## src/rtl/decrypt_word_packer_pkg.sv

```systemverilog
// Shared constants and the FIFO entry type for the decrypted-byte word packer.
//   PACK_WORD_BYTES : default bytes per packed output word
//   PACK_FIFO_DEPTH : default number of buffered words
//   pack_word_t     : packed word payload plus count of valid bytes
package decrypt_word_packer_pkg;

  localparam int unsigned PACK_WORD_BYTES = 4;
  localparam int unsigned PACK_FIFO_DEPTH = 4;

  typedef struct packed {
    logic [PACK_WORD_BYTES*8-1:0] data;
    logic [2:0]                   nbytes;
  } pack_word_t;

endpackage

```

## src/rtl/decrypt_word_packer_fifo.sv

```systemverilog
// First-word-fall-through FIFO for packed words.
//   clk, rst    : clock, asynchronous active-high reset
//   i_push      : write request (i_wdata)
//   i_pop_req   : consumer accepts head; ignored while empty
//   o_head      : head entry, all-zero while empty
//   o_valid     : FIFO not empty
//   o_full      : level == DEPTH
//   o_level     : entries held
//   o_overflow  : sticky, a push was dropped because the FIFO was full
module decrypt_word_packer_fifo
  import decrypt_word_packer_pkg::*;
#(
  parameter type         entry_t = pack_word_t,
  parameter int unsigned DEPTH   = PACK_FIFO_DEPTH,
  localparam int unsigned AW     = $clog2(DEPTH),
  localparam int unsigned LVL_W  = $clog2(DEPTH + 1)
) (
  input  logic             clk,
  input  logic             rst,
  input  logic             i_push,
  input  entry_t           i_wdata,
  input  logic             i_pop_req,
  output entry_t           o_head,
  output logic             o_valid,
  output logic             o_full,
  output logic [LVL_W-1:0] o_level,
  output logic             o_overflow
);

  entry_t           r_mem [DEPTH];
  logic [AW:0]      r_wr_ptr;
  logic [AW:0]      r_rd_ptr;
  logic [LVL_W-1:0] r_level;
  logic             r_overflow;

  logic w_empty;
  logic w_full;
  logic w_pop;
  logic w_wr_en;
  logic w_drop;

  // Extra pointer MSB distinguishes full from empty when the indices match.
  assign w_empty = (r_wr_ptr == r_rd_ptr);
  assign w_full  = (r_wr_ptr[AW] != r_rd_ptr[AW]) &&
                   (r_wr_ptr[AW-1:0] == r_rd_ptr[AW-1:0]);
  assign w_pop   = i_pop_req && !w_empty;
  // A pop on the same edge frees the slot, so a full FIFO still accepts the push.
  assign w_wr_en = i_push && (!w_full || w_pop);
  assign w_drop  = i_push && w_full && !w_pop;

  // Storage, pointers, level and sticky overflow.
  always_ff @(posedge clk or posedge rst) begin
    if (rst) begin
      for (int i = 0; i < int'(DEPTH); i++) r_mem[i] <= '0;
      r_wr_ptr   <= '0;
      r_rd_ptr   <= '0;
      r_level    <= '0;
      r_overflow <= 1'b0;
    end else begin
      if (w_wr_en) begin
        r_mem[r_wr_ptr[AW-1:0]] <= i_wdata;
        r_wr_ptr                <= r_wr_ptr + (AW+1)'(1);
      end
      if (w_pop) r_rd_ptr <= r_rd_ptr + (AW+1)'(1);
      case ({w_wr_en, w_pop})
        2'b10:   r_level <= r_level + LVL_W'(1);
        2'b01:   r_level <= r_level - LVL_W'(1);
        default: r_level <= r_level;
      endcase
      if (w_drop) r_overflow <= 1'b1;
    end
  end

  assign o_head     = w_empty ? '0 : r_mem[r_rd_ptr[AW-1:0]];
  assign o_valid    = !w_empty;
  assign o_full     = (r_level == LVL_W'(DEPTH));
  assign o_level    = r_level;
  assign o_overflow = r_overflow;

endmodule

```

## src/rtl/decrypt_word_packer.sv

```systemverilog
// Packs the decrypt pipeline's byte stream into little-endian words and buffers them.
//   clk, rst     : clock, asynchronous active-high reset
//   v_in, din    : decrypted byte and its valid (no back-pressure on this side)
//   flush        : push the pending partial word (including a same-cycle byte)
//   dout         : head word, zero while dout_valid=0
//   dout_nbytes  : valid bytes in dout, zero while dout_valid=0
//   dout_valid   : head present
//   dout_ready   : consumer accepts head
//   full, level  : buffer occupancy
//   overflow     : sticky, a completed word was dropped
module decrypt_word_packer
  import decrypt_word_packer_pkg::*;
#(
  parameter int unsigned WORD_BYTES = PACK_WORD_BYTES,
  parameter int unsigned FIFO_DEPTH = PACK_FIFO_DEPTH,
  localparam int unsigned WORD_W    = WORD_BYTES * 8,
  localparam int unsigned NB_W      = $clog2(WORD_BYTES + 1),
  localparam int unsigned CNT_W     = $clog2(WORD_BYTES),
  localparam int unsigned LVL_W     = $clog2(FIFO_DEPTH + 1)
) (
  input  logic              clk,
  input  logic              rst,
  input  logic              v_in,
  input  logic [7:0]        din,
  input  logic              flush,
  output logic [WORD_W-1:0] dout,
  output logic [NB_W-1:0]   dout_nbytes,
  output logic              dout_valid,
  input  logic              dout_ready,
  output logic              full,
  output logic [LVL_W-1:0]  level,
  output logic              overflow
);

  typedef struct packed {
    logic [WORD_W-1:0] data;
    logic [NB_W-1:0]   nbytes;
  } word_t;

  logic [CNT_W-1:0]  r_byte_cnt;
  logic [WORD_W-1:0] r_asm;

  logic [WORD_W-1:0] w_asm_ins;
  logic              w_last;
  logic              w_push;
  word_t             w_word;
  word_t             w_head;

  // Assembly with the current byte dropped into lane r_byte_cnt; higher lanes are still zero.
  always_comb begin
    w_asm_ins = r_asm;
    if (v_in) w_asm_ins = r_asm | (WORD_W'(din) << {r_byte_cnt, 3'b000});
  end

  assign w_last        = v_in && (r_byte_cnt == CNT_W'(WORD_BYTES - 1));
  assign w_push        = w_last || (flush && ((r_byte_cnt != '0) || v_in));
  assign w_word.data   = w_asm_ins;
  assign w_word.nbytes = NB_W'(r_byte_cnt) + NB_W'(v_in);

  // Byte counter and assembly register; cleared whenever a word leaves for the FIFO.
  always_ff @(posedge clk or posedge rst) begin
    if (rst) begin
      r_byte_cnt <= '0;
      r_asm      <= '0;
    end else if (w_push) begin
      r_byte_cnt <= '0;
      r_asm      <= '0;
    end else if (v_in) begin
      r_byte_cnt <= r_byte_cnt + CNT_W'(1);
      r_asm      <= w_asm_ins;
    end
  end

  decrypt_word_packer_fifo #(
    .entry_t (word_t),
    .DEPTH   (FIFO_DEPTH)
  ) u_fifo (
    .clk        (clk),
    .rst        (rst),
    .i_push     (w_push),
    .i_wdata    (w_word),
    .i_pop_req  (dout_ready),
    .o_head     (w_head),
    .o_valid    (dout_valid),
    .o_full     (full),
    .o_level    (level),
    .o_overflow (overflow)
  );

  assign dout        = w_head.data;
  assign dout_nbytes = w_head.nbytes;

endmodule

```

## config.mk

```make
export PLATFORM = sky130hd
export DESIGN_NAME = decrypt_word_packer
export DESIGN_NICKNAME = d
export VERILOG_FILES = /design/src/rtl/decrypt_word_packer_pkg.sv /design/src/rtl/decrypt_word_packer_fifo.sv /design/src/rtl/decrypt_word_packer.sv
export SDC_FILE = /design/constraint.sdc
export NUM_CORES = 1
export LEC_CHECK = 0
export CAP_MARGIN = 20
export CORE_MARGIN = 2
export CORE_UTILIZATION = 53
export DETAILED_ROUTE_END_ITERATION = 16
export GPL_ROUTABILITY_DRIVEN = 0
export PLACE_DENSITY = 0.72
export SYNTH_ARGS = -nofsm -noshare
export SYNTH_HDL_FRONTEND = slang
export SYNTH_SLANG_ARGS = --single-unit
export TNS_END_PERCENT = 5
```

## constraint.sdc

```tcl
create_clock -name clk -period 6.5 [get_ports clk]
set_clock_uncertainty 0.05 [all_clocks]
set_input_delay 0.975 -clock clk [delete_from_list [all_inputs] [get_ports clk]]
set_output_delay 0.975 -clock clk [all_outputs]
set_load 0.005 [all_outputs]
```

Yosys cells after proc, flatten, opt, wreduce, memory -nomap -nowiden
Index checks and enable logic that the tools add are counted.
- reductions and logical operators: 17
- equal/unequal tests: 7
- bitwise gates (word level): 3
- magnitude comparators: 3
- add/sub/neg operators: 6
- shifts and indexed selects: 1
- mux-type cells: 13
- operators by type and width (operator ; count):
    $bwmux 140 ; 1
    $mux 35 ; 4
    $mux 32 ; 3
    $bmux 35 s2 ; 1
    $demux 35 s2 ; 1
    $or 32x32->32 ; 1
    $shl 8x5->32 ; 1
    $add 3x1->3 const B ; 3
    $logic_and 1x1->1 ; 8
    $ge 3x3->1 const B ; 2
    $not 2->3 ; 2
    $pmux 3 s2 ; 1
    $reduce_bool 2->1 ; 3
    $eq 2x2->1 const B ; 2
    $mux 2 ; 2
    $add 2x1->3 ; 1
    $eq 3x3->1 ; 1
    $eq 3x3->1 const B ; 1
    $logic_not 1->1 ; 3
    $logic_or 1x1->1 ; 3
    $lt 3x1->1 const B ; 1
    $sub 3x1->3 const B ; 1
    $add 2x1->2 const B ; 1
    $eq 2x1->1 const B ; 1
    other kinds (2) ; 2
- input port bits: 13
- bits in registers: 184
- logic and storage cells: 64

Depth between registers and ports, before layout
- depth in word-level cells: 7
- depth in mapped cells: 12
- depth with buffers taken out: 11

Modules after synthesis
Synthesis repeated with hierarchy kept, for this count alone.
- cells, all modules: 611
- area, all modules: 9033.7 sq um
- by module, submodules not included (module ; area each (sq um) ; cells an instance ; instances ; seq. area each (sq um)):
    decrypt_word_packer_fifo ; 7145.6 ; 426 ; 1 ; 3753.6
    decrypt_word_packer ; 1888.1 ; 185 ; 1 ; 850.8

Least setup slack after synthesis
OpenSTA, ideal clock, no wires.
- path kind: input -> register
- start: in flush
- end: reg u_fifo.r_level[2], in the netlist u_fifo.o_level[2]
- path buffers: 1
- data required time: 6325 ps
- slack: 3765 ps
- cell stages on the path: 10
- arrival time: 2559 ps
- setup time: 125 ps
- path through: nor2_1 o21ai_4 buf_6 and2_1 inv_1 ha_1 fa_1 xnor2_1 nor2_1 xor2_1
- cells in the longest elaborated chain, start to end: 5
- elaborated cells between the ends (all ways): 7
- those cells by class: eq/ne (2); mux (1); reduce/logical (4)
- RTL lines (what ; RTL line ; text):
    start, declared ; decrypt_word_packer.sv:25 ; input logic flush,
    $logic_and 1x1->1 (*) ; decrypt_word_packer.sv:56 ; assign w_push = w_last || (flush && ((r_byte_cnt != '0) || v_in));
    $logic_or 1x1->1 (*) ; decrypt_word_packer.sv:56 ;
    $logic_and 1x1->1 (*) ; decrypt_word_packer_fifo.sv:48 ; assign w_wr_en = i_push && (!w_full || w_pop);
    $eq 2x1->1 or $eq 2x2->1 (tied branches) ; decrypt_word_packer_fifo.sv:65 ; case ({w_wr_en, w_pop})
    $pmux 3 s2 or $reduce_bool 2->1 (tied branches) ; -- ;
    end signal, assigned ; decrypt_word_packer_fifo.sv:66 ; 2'b10: r_level <= r_level + LVL_W'(1);
    end signal, assigned ; decrypt_word_packer_fifo.sv:67 ; 2'b01: r_level <= r_level - LVL_W'(1);
    end signal, assigned ; decrypt_word_packer_fifo.sv:68 ; default: r_level <= r_level;
    end, declared ; decrypt_word_packer_fifo.sv:33 ; logic [LVL_W-1:0] r_level;
Mark *: on every way between the ends. The rest lies on a longest branch, timed or not.
A chain may end at the register's enable or synchronous reset.

Worst setup path in the final report
- start: reg u_fifo.r_wr_ptr[2]
- end: out dout[19]
- cells in the longest elaborated chain, start to end: 2
- RTL lines (what ; RTL line ; text):
    start, declared ; decrypt_word_packer_fifo.sv:31 ; logic [AW:0] r_wr_ptr;
    start signal, assigned ; decrypt_word_packer_fifo.sv:62 ; r_wr_ptr <= r_wr_ptr + (AW+1)'(1);
    $eq 3x3->1 ; decrypt_word_packer_fifo.sv:43 ; assign w_empty = (r_wr_ptr == r_rd_ptr);
    $mux 35 ; decrypt_word_packer_fifo.sv:74 ; assign o_head = w_empty ? '0 : r_mem[r_rd_ptr[AW-1:0]];
    end, declared ; decrypt_word_packer.sv:26 ; output logic [WORD_W-1:0] dout,
Every way passes these cells.

==> flow_metrics.env <==
export IMPL_grt_first_pass_wirelength_mm=28.7
export IMPL_timing_rr_end="u_fifo.o_level[2]$_DFFE_PP0P_"
export IMPL_synth_area_um2=8710
export IMPL_p_leak_nw=5.03
export IMPL_final_period_utilization_pct=59.3
export IMPL_timing_final_max_slew_violations=0
export IMPL_mostFrequentLayoutCell="sky130_fd_sc_hd__dfrtp_1"
export IMPL_net_load_switching_power_w=0.00136
export IMPL_clock_tree_from_tritoncts="yes"
export IMPL_starting_density_pct=54.4
export IMPL_detailed_place_area_um2=9350
export IMPL_clock_sink_count=184
export IMPL_crit_path_buf_inv_count=2
export IMPL_finalInstanceArea_um2=9920
export IMPL_track_usage_pct=21.2
export IMPL_timing_critical_path_fanout_max=20
export IMPL_post_synth_inst_count=544
export IMPL_max_clock_freq_ghz=0.260
export IMPL_avgRoutedWirePerCell_um=21.3
export IMPL_flow_area_growth_from_synthesis_pct=13.9
export IMPL_worstRegToRegCells=9
export IMPL_final_hold_viol_count=0
export IMPL_yosys_most_used_dff="sky130_fd_sc_hd__dfrtp_1"
export IMPL_sw_frac_of_total_pct=30.1
export IMPL_die_area_um2=17500
export IMPL_synth_avg_cell_area_um2=16.0
export IMPL_ys_warnings_count=0
export IMPL_holdBufCountCts=0
export IMPL_cts_repair_timing_setup_buffer_count=0
export IMPL_fin_tns_setup_ps=0
export IMPL_async_reset_ff_share_pct=100
export IMPL_critical_path_startpoint_type="flop"
export IMPL_share_of_power_burned_in_registers_pct=37.3
export IMPL_firstDrtPassIters=4
export IMPL_diodes=0
export IMPL_r2r_start="u_fifo.r_wr_ptr[0]$_DFFE_PP0P_"
export IMPL_worst_ir_drop_vdd_mv=0.278
export IMPL_worst_ep_required_time_ps=5470
export IMPL_hold_start="u_fifo.o_overflow$_DFFE_PP0P_"
export IMPL_fp_dieH_um=132
export IMPL_pin_slew_with_the_least_headroom_to_its_limit_ps=1050
export IMPL_setup_viol=0
export IMPL_grt_ovfl_total=0
export IMPL_maxCapViolCount=0
export IMPL_yosysSeqAreaShare_pct=52.9
export IMPL_yosysTopAreaCellShare_pct=52.9
export IMPL_core_region_area_um2=16000
export IMPL_cp_cell_sequence="xor2_1 > nand3b_1 > buf_4 > and2_1 > clkdlybuf4s50_1"
export IMPL_design_final_nets=619
export IMPL_std_cell_rows=46
export IMPL_hpwlAfterDp_mm=10.4
export IMPL_layout_drive_gt1_share_pct=35.2
export IMPL_synth_edf_count=0
export IMPL_post_route_drc_count=0
export IMPL_synth_cell_type_count=32
export IMPL_critical_path_max_stage_delay_ps=620
export IMPL_rsz0062_at_grt="no"
export IMPL_share_clk_of_total_power_pct=22.6
export IMPL_totalWireLength_mm=17.5
export IMPL_number_of_nets_in_the_synthesized_netlist=568
export IMPL_hold_path_endpoint="u_fifo.o_overflow$_DFFE_PP0P_"
export IMPL_drt_iter0_drc=253
export IMPL_power_combinational_fraction_pct=40.1
export IMPL_internal_power_w=0.00316
export IMPL_criticalPathCategory="flop to primary output"
export IMPL_critical_path_arrival_ps=2830
export IMPL_yosys_top_cells_area="sky130_fd_sc_hd__dfrtp_1, sky130_fd_sc_hd__mux2_4, sky130_fd_sc_hd__mux4_2, sky130_fd_sc_hd__mux2_2, sky130_fd_sc_hd__a21o_1"
export IMPL_grt_antenna_before_repair=0
export IMPL_top_library_cells_by_usage_in_the_layout_fill_and_taps_aside="sky130_fd_sc_hd__dfrtp_1, sky130_fd_sc_hd__mux2_4, sky130_fd_sc_hd__clkdlybuf4s50_1, sky130_fd_sc_hd__mux2_2, sky130_fd_sc_hd__and2_1"
export IMPL_clock_tree_buffer_depth=2
export IMPL_whs_path_depth=1
export IMPL_grt_pass1_vias=5092
export IMPL_worst_r2r_setup_slack_ps=3370
export IMPL_power_per_cell_area_nw_per_um2=455
export IMPL_clock_latency_on_the_worst_skew_pair_ps=420
export IMPL_number_of_synthesized_register_bits=184
export IMPL_placement_io_buffers=53
export IMPL_ctsRootBufferMaster="sky130_fd_sc_hd__clkbuf_16"
export IMPL_vias=4640
export IMPL_numCtsBuffers=17
export IMPL_cp_slowest_cell="sky130_fd_sc_hd__nand3b_1"
export IMPL_holdCritPathClass="flop to flop"
export IMPL_worst_slew_margin_rel_pct=29.2
export IMPL_cts_resized=0
export IMPL_synth_top_area_cell="sky130_fd_sc_hd__dfrtp_1"
export IMPL_drt_vias_per_instance=5.63
export IMPL_result_of_the_run="complete, no violations"
export IMPL_grt_start_max_net_pins=74
export IMPL_io_pins=54
export IMPL_min_period_ps=3850
export IMPL_critical_path_endpoint_type="primary output"
export IMPL_htree_levels=4
export IMPL_chipWidth_um=132
export IMPL_cts_clk_slew_worst_paths_ps=70
export IMPL_timing_critical_path_max_delay_family="buffers and inverters"
export IMPL_final_antenna_net_count=0
export IMPL_design_power_total_w=0.00451
through the flow:
stage	hold WS (ps)	setup slack, ps	utilization [%]	instances
3_5_place_dp	407	2970	58.4	792
5_1_grt	456	2420	62.0	824
3_3_place_gp	401	3080	58.4	791
6_report	431	2650	62.0	824
2_1_floorplan	409	475	-	544
4_1_cts	432	2500	62.0	824
Yosys cell counts (all sizes together) (3+ instances only):
| cell type | instances |
|---|---|
| mux2 | 142 |
| and2 | 37 |
| o21ai | 3 |
| xnor2 | 7 |
| a21o | 32 |
| inv | 7 |
| nor2b | 32 |
| nor2 | 4 |
| mux4 | 35 |
| xor2 | 3 |
| nand3 | 7 |
| clkbuf | 8 |
| buf | 20 |
| nand2b | 3 |
| ha | 10 |
| dfrtp | 184 |
power by group through the flow:
stage	registers [W]	clock network, W	logic (W)
detailed placement	0.00170	0	0.00184
floorplan	0.00163	0	0.00131
finish	0.00168	0.00102	0.00181
CTS	0.00169	0.00103	0.00184
global placement	0.00167	0	0.00179
global route	0.00172	0.00108	0.00194
state kept, by name, indices dropped and copies added (netlist names):
name               flops
u_fifo.r_mem         140
r_asm                 32
u_fifo.o_level         3
u_fifo.r_rd_ptr        3
u_fifo.r_wr_ptr        3
r_byte_cnt             2
u_fifo.o_overflow      1
worst max path at each step:
stage | start | endpoint | depth (start not counted)
after global routing | u_fifo.r_wr_ptr[0]$_DFFE_PP0P_ | dout[19] | 5
final | u_fifo.r_wr_ptr[2]$_DFFE_PP0P_ | dout[19] | 5
after detailed placement | u_fifo.r_wr_ptr[0]$_DFFE_PP0P_ | dout[20] | 5
after global placement | v_in | u_fifo.r_mem[59]$_DFFE_PP0P_ | 5
after floorplan | rst | r_asm[0]$_DFFE_PP0P_ | 1
after CTS | u_fifo.r_wr_ptr[0]$_DFFE_PP0P_ | dout[23] | 5
cells by family (layout without fill, tap and decap cells):
logic type / count (synthesis) / after routing / synth area share (%)
buffers and inverters: 35 / 99 / 2.86
muxes: 177 / 177 / 31.2
AOI/OAI and AO/OA: 36 / 36 / 3.16
xor gates and xnor gates: 10 / 10 / 1.18
adders and majority gates: 11 / 11 / 1.67
DFF: 184 / 184 / 52.9
and+or+nand+nor: 91 / 91 / 7.04
final cells by class:
cell class,count,area [um^2]
Fill cell,1220,6080
Tap cell,216,270
Clock buffer,24,482
Inverter,7,31.3
Clock inverter,8,95.1
Sequential cell,184,4610
Multi-Input combinational cell,325,3860
Timing Repair Buffer,60,581
routing by layer:
metal  track usage [%]  up-vias  part of all wire, %
met5                 0        -                    0
met4              5.38        0                 0.97
met3              4.23       12                  4.1
met2              34.8       94                   49
met1              29.5     2493                   46
li1                  -     2041                    -
Note: power is estimated with default switching activity, not from simulation.
==> RTL change 1: new RTL, same flow settings <==
`PACK_WORD_BYTES`: 4 -> 2.
--- a/src/rtl/decrypt_word_packer_pkg.sv
+++ b/src/rtl/decrypt_word_packer_pkg.sv
@@ -6,3 +6,3 @@
 
-  localparam int unsigned PACK_WORD_BYTES = 4;
+  localparam int unsigned PACK_WORD_BYTES = 2;
   localparam int unsigned PACK_FIFO_DEPTH = 4;
Ports: changed (resized dout and dout_nbytes); port bits go from 54 to 37. No check against the original RTL was run, so the function may have changed too.
==> RTL change 1 against the unedited design <==
- total power decreased by 42%
- critical path depth decreased by 1
- setup slack got worse by 0.35 ns
- sequential cell count decreased by 85
- count of clock-buffer cells in the layout decreased by 13
- synthesized area decreased by 48%
- sequential power decreased by 41%
- routed wire length decreased by 42%
- cell area decreased by 49%
==> RTL change 1: results (changes against the unedited design) <==
[metrics] most frequent cells after synthesis: sky130_fd_sc_hd__o21ai_0 (106), sky130_fd_sc_hd__dfrtp_1 (99), sky130_fd_sc_hd__o21ai_1 (26)
[metrics] average instance area after synthesis: 11.79 sq um (-26%)
[metrics] Worst Setup Slack post-DPL: 2.659 ns (-0.3112 ns)
[metrics] slowest CP cell: sky130_fd_sc_hd__dfrtp_1
[metrics] Register-to-Register Setup Slack: 3.07 ns (-0.30 ns)
[metrics] number of buffers inserted by port buffering: 36 (-32%)
[metrics] clock latency reported for the late side of the worst-skew pair: 0.37 ns (-0.05 ns)
[metrics] global-route wire length before repair: 16370 microns (-43%)
[metrics] largest voltage drop on the vdd net: 200.8 uV (-28%)
[metrics] maximum number of pins on one net before global-route repair: 67 (-9.5%)
[metrics] Total Routing Usage GR: 24.31% (+3.1 points)
[metrics] P_sw: 0.9216 mW (-32%)
[metrics] synthesized-area fraction occupied by xor and xnor cells: 2.299% (+1.1 points)
[metrics] outcome: finished, final reports clean
[metrics] proportion of layout cells with a drive suffix above 1: 12.98% (-22 points)
[metrics] via count of the first global-routing pass: 3117 (-39%)
[metrics] registers with the most flip-flops: u_fifo.r_mem: 72 flops, r_asm: 16 flops
[metrics] sequential cell area fraction in the yosys report: 54.85% (+2.0 points)
[metrics] most area-consuming cells after synthesis: sky130_fd_sc_hd__dfrtp_1 (55%), sky130_fd_sc_hd__o21ai_0 (12%), sky130_fd_sc_hd__mux4_2 (9.0%)
[metrics] worst hold margin: 0.4175 ns (-0.01345 ns)
[metrics] routed length on met3: 622 microns (-13%)
[metrics] met3 routing resource usage after global routing: 3.524% (-0.71 points)
[metrics] met1 routing resource usage after global routing: 34.64% (+5.2 points)
[metrics] leakage power total: 2.184 nW (-57%)
[metrics] arrival time of the worst setup path: 3.18 ns (+0.35 ns)
[metrics] number of vias after detailed routing: 3154 (-32%)
[metrics] Met2 Wirelength: 4969 microns (-42%)
[metrics] adder and majority gate portion of the synthesized area: 2.659% (+0.99 points)
## RTL change 1: kinds of logic (layout without fill, tap and decap cells)
logic type	Yosys count	count (layout)
xor+xnor	11	11
flops	99	99
mux	24	24
compound gates	154	154
buf+inv	34	67
simple gates	52	52
fa+ha+maj	9	9
## RTL change 1: cell type report
class / instances / area (sq um)
fill: 705 / 3156
sequential: 99 / 2477
multi-input combinational: 250 / 1810
timing repair buffer: 42 / 405.4
clock buffer: 11 / 141.4
tap: 105 / 131.4
clock inverter: 5 / 100.1
inverter: 9 / 36.28
## RTL change 1: through the flow
step	total power, mW	area (sq um)
finish	2.611	5102
global route	2.790	5102
CTS	2.624	5102
detailed placement	2.155	4861
global placement	2.110	4861
floorplan	1.754	4517
## RTL change 1: worst max-delay path: cells and delay by family (launching register included)
kind	cells	cell delay (ns)
xor+xnor	1	0.29
buf+inv	1	0.45
flops	1	1.07
simple gates	2	0.99
==> RTL change 2: new RTL, config.mk and constraints unchanged <==
Made on the original files. Register the output `level`, with the module's reset; this adds one clock of latency there. The other outputs are not delayed to match.
--- a/src/rtl/decrypt_word_packer.sv
+++ b/src/rtl/decrypt_word_packer.sv
@@ -38,2 +38,4 @@
   } word_t;
+
+  logic [LVL_W-1:0] level_d;
 
@@ -85,3 +87,3 @@
     .o_full     (full),
-    .o_level    (level),
+    .o_level    (level_d),
     .o_overflow (overflow)
@@ -92,2 +94,10 @@
 
+  always_ff @(posedge clk or posedge rst) begin
+    if (rst) begin
+      level <= '0;
+    end else begin
+      level <= level_d;
+    end
+  end
+
 endmodule
Check against the original RTL: not equivalent (a bounded check fails within 4 cycles, from zero or initial values and one cycle with rst high).
==> RTL change 2 against the unedited design <==
- sequential cell count rose by 3
- sequential share of layout area rose by 0.58 points
- cell area rose by 0.38%
- total power barely moved
- routed wire length fell by 4.1%
- setup slack got worse by 0.0064 ns
- combinational power fell by 4%
- synthesized area rose by 0.17%
- global-route usage fell by 0.63 points
- maximum frequency fell by 0.17%
- hold slack got worse by 0.069 ns
==> RTL change 2: results (changes against the unedited design) <==
[metrics] HPWL after DPL: 10090 microns (-3.3%)
[metrics] final routed wirelength across all metal layers: 16820 microns (-4.1%)
[metrics] cell total after placement: 795 (+0.38%)
[metrics] routed length on met3: 451 microns (-37%)
[metrics] M1 wire length: 7759 microns (-3.2%)
[metrics] proportion of layout cells with a drive suffix above 1: 37.75% (+2.5 points)
[metrics] area fraction in compound gates after synthesis: 3.241% (+0.081 points)
[metrics] number of distinct standard cells referenced by the synthesized netlist: 37 (+16%)
[metrics] sink of the worst hold path: level[2]$_DFF_PP0_
[metrics] via count of the first global-routing pass: 4998 (-1.8%)
[metrics] net count reported at finish: 623 (+0.65%)
[metrics] net count after synthesis: 572 (+0.70%)
[metrics] largest incremental delay on the critical path: 0.55 ns (-0.07 ns)
[metrics] Hold Path Origin: u_fifo.o_level[2]$_DFFE_PP0P_
[metrics] router iterations before antenna repair: 6 (+2)
[metrics] Met2 Wirelength: 8377 microns (-3.0%)
[metrics] sequential cell area fraction in the yosys report: 53.63% (+0.77 points)
[metrics] number of violations reported at the end of detailed-routing iteration 0: 224 (-11%)
[metrics] adder and majority gate portion of the synthesized area: 1.663% (-0.0029 points)
[metrics] maximum number of pins on one net before global-route repair: 80 (+8.1%)
[metrics] Critical Path Fanout Max: 22 (+10%)
[metrics] R2R cell count: 7 (-2)
[metrics] fill cell instance count of the final layout: 1228 (+0.66%)
[metrics] fraction of met2 tracks used by global routing: 33.83% (-0.98 points)
[metrics] Clock group: 1.07 mW (+5%)
[metrics] portion of total power attributed to the clock network: 23.7% (+1.1 points)
[metrics] post-synthesis instance total: 548 (+0.74%)
[metrics] DR WL/cell: 20.32 microns (-4.6%)
[metrics] outcome: finished, final reports clean
[metrics] P_sw: 1.329 mW (-2.1%)
[metrics] worst hold path depth: 0 (-1)
[metrics] global-route wire length before repair: 27720 microns (-3.4%)
[metrics] endpoint of the most critical register-to-register path: u_fifo.r_mem[129]$_DFFE_PP0P_
[metrics] met3 routing resource usage after global routing: 4.114% (-0.12 points)
[metrics] routed via count divided by cell count: 5.586 (-0.80%)
[metrics] multiplexer share of the synthesized area: 29.94% (-1.3 points)
-- RTL change 2: changes by cell type after synthesis, moves of 3 or more --
cell                      change
sky130_fd_sc_hd__buf_6        -9
sky130_fd_sc_hd__mux2_4      -29
sky130_fd_sc_hd__dfrtp_1      +3
sky130_fd_sc_hd__mux2_1       -9
sky130_fd_sc_hd__and2b_2      +3
sky130_fd_sc_hd__mux2_2      +38
sky130_fd_sc_hd__buf_8        +8
sky130_fd_sc_hd__nor2b_1      -3
-- RTL change 2: how the worst max path moves through the flow --
stage | start | end | depth (start not counted)
2_1_floorplan | rst | level[0]$_DFF_PP0_ | 1
3_3_place_gp | v_in | u_fifo.o_level[2]$_DFFE_PP0P_ | 11
3_5_place_dp | v_in | u_fifo.r_mem[122]$_DFFE_PP0P_ | 6
4_1_cts | u_fifo.r_wr_ptr[0]$_DFFE_PP0P_ | dout[29] | 5
5_1_grt | u_fifo.r_wr_ptr[0]$_DFFE_PP0P_ | dout[29] | 5
6_report | u_fifo.r_wr_ptr[0]$_DFFE_PP0P_ | dout[29] | 5
-- RTL change 2: through the flow --
step	hold slack (ns)	util, %	cell area, sq um	worst slack [ns]
final	0.3617	62.25	9961	2.641
after global routing	0.3798	62.25	9961	2.355
after CTS	0.3671	62.08	9933	2.562
after detailed placement	0.3506	58.24	9319	2.723
after global placement	0.3546	58.24	9319	2.792
after floorplan	0.3345	-	8726	0.3896
-- RTL change 2: area by class of cell --
type                    count  share of cell area [%]
clock inverters            10                   1.407
well taps                 216                   2.713
repair buffers             60                   6.055
clock buffers              22                   4.761
flip-flops and latches    187                   47.00
inverters                   7                  0.3140
multi-input cells         326                   37.75
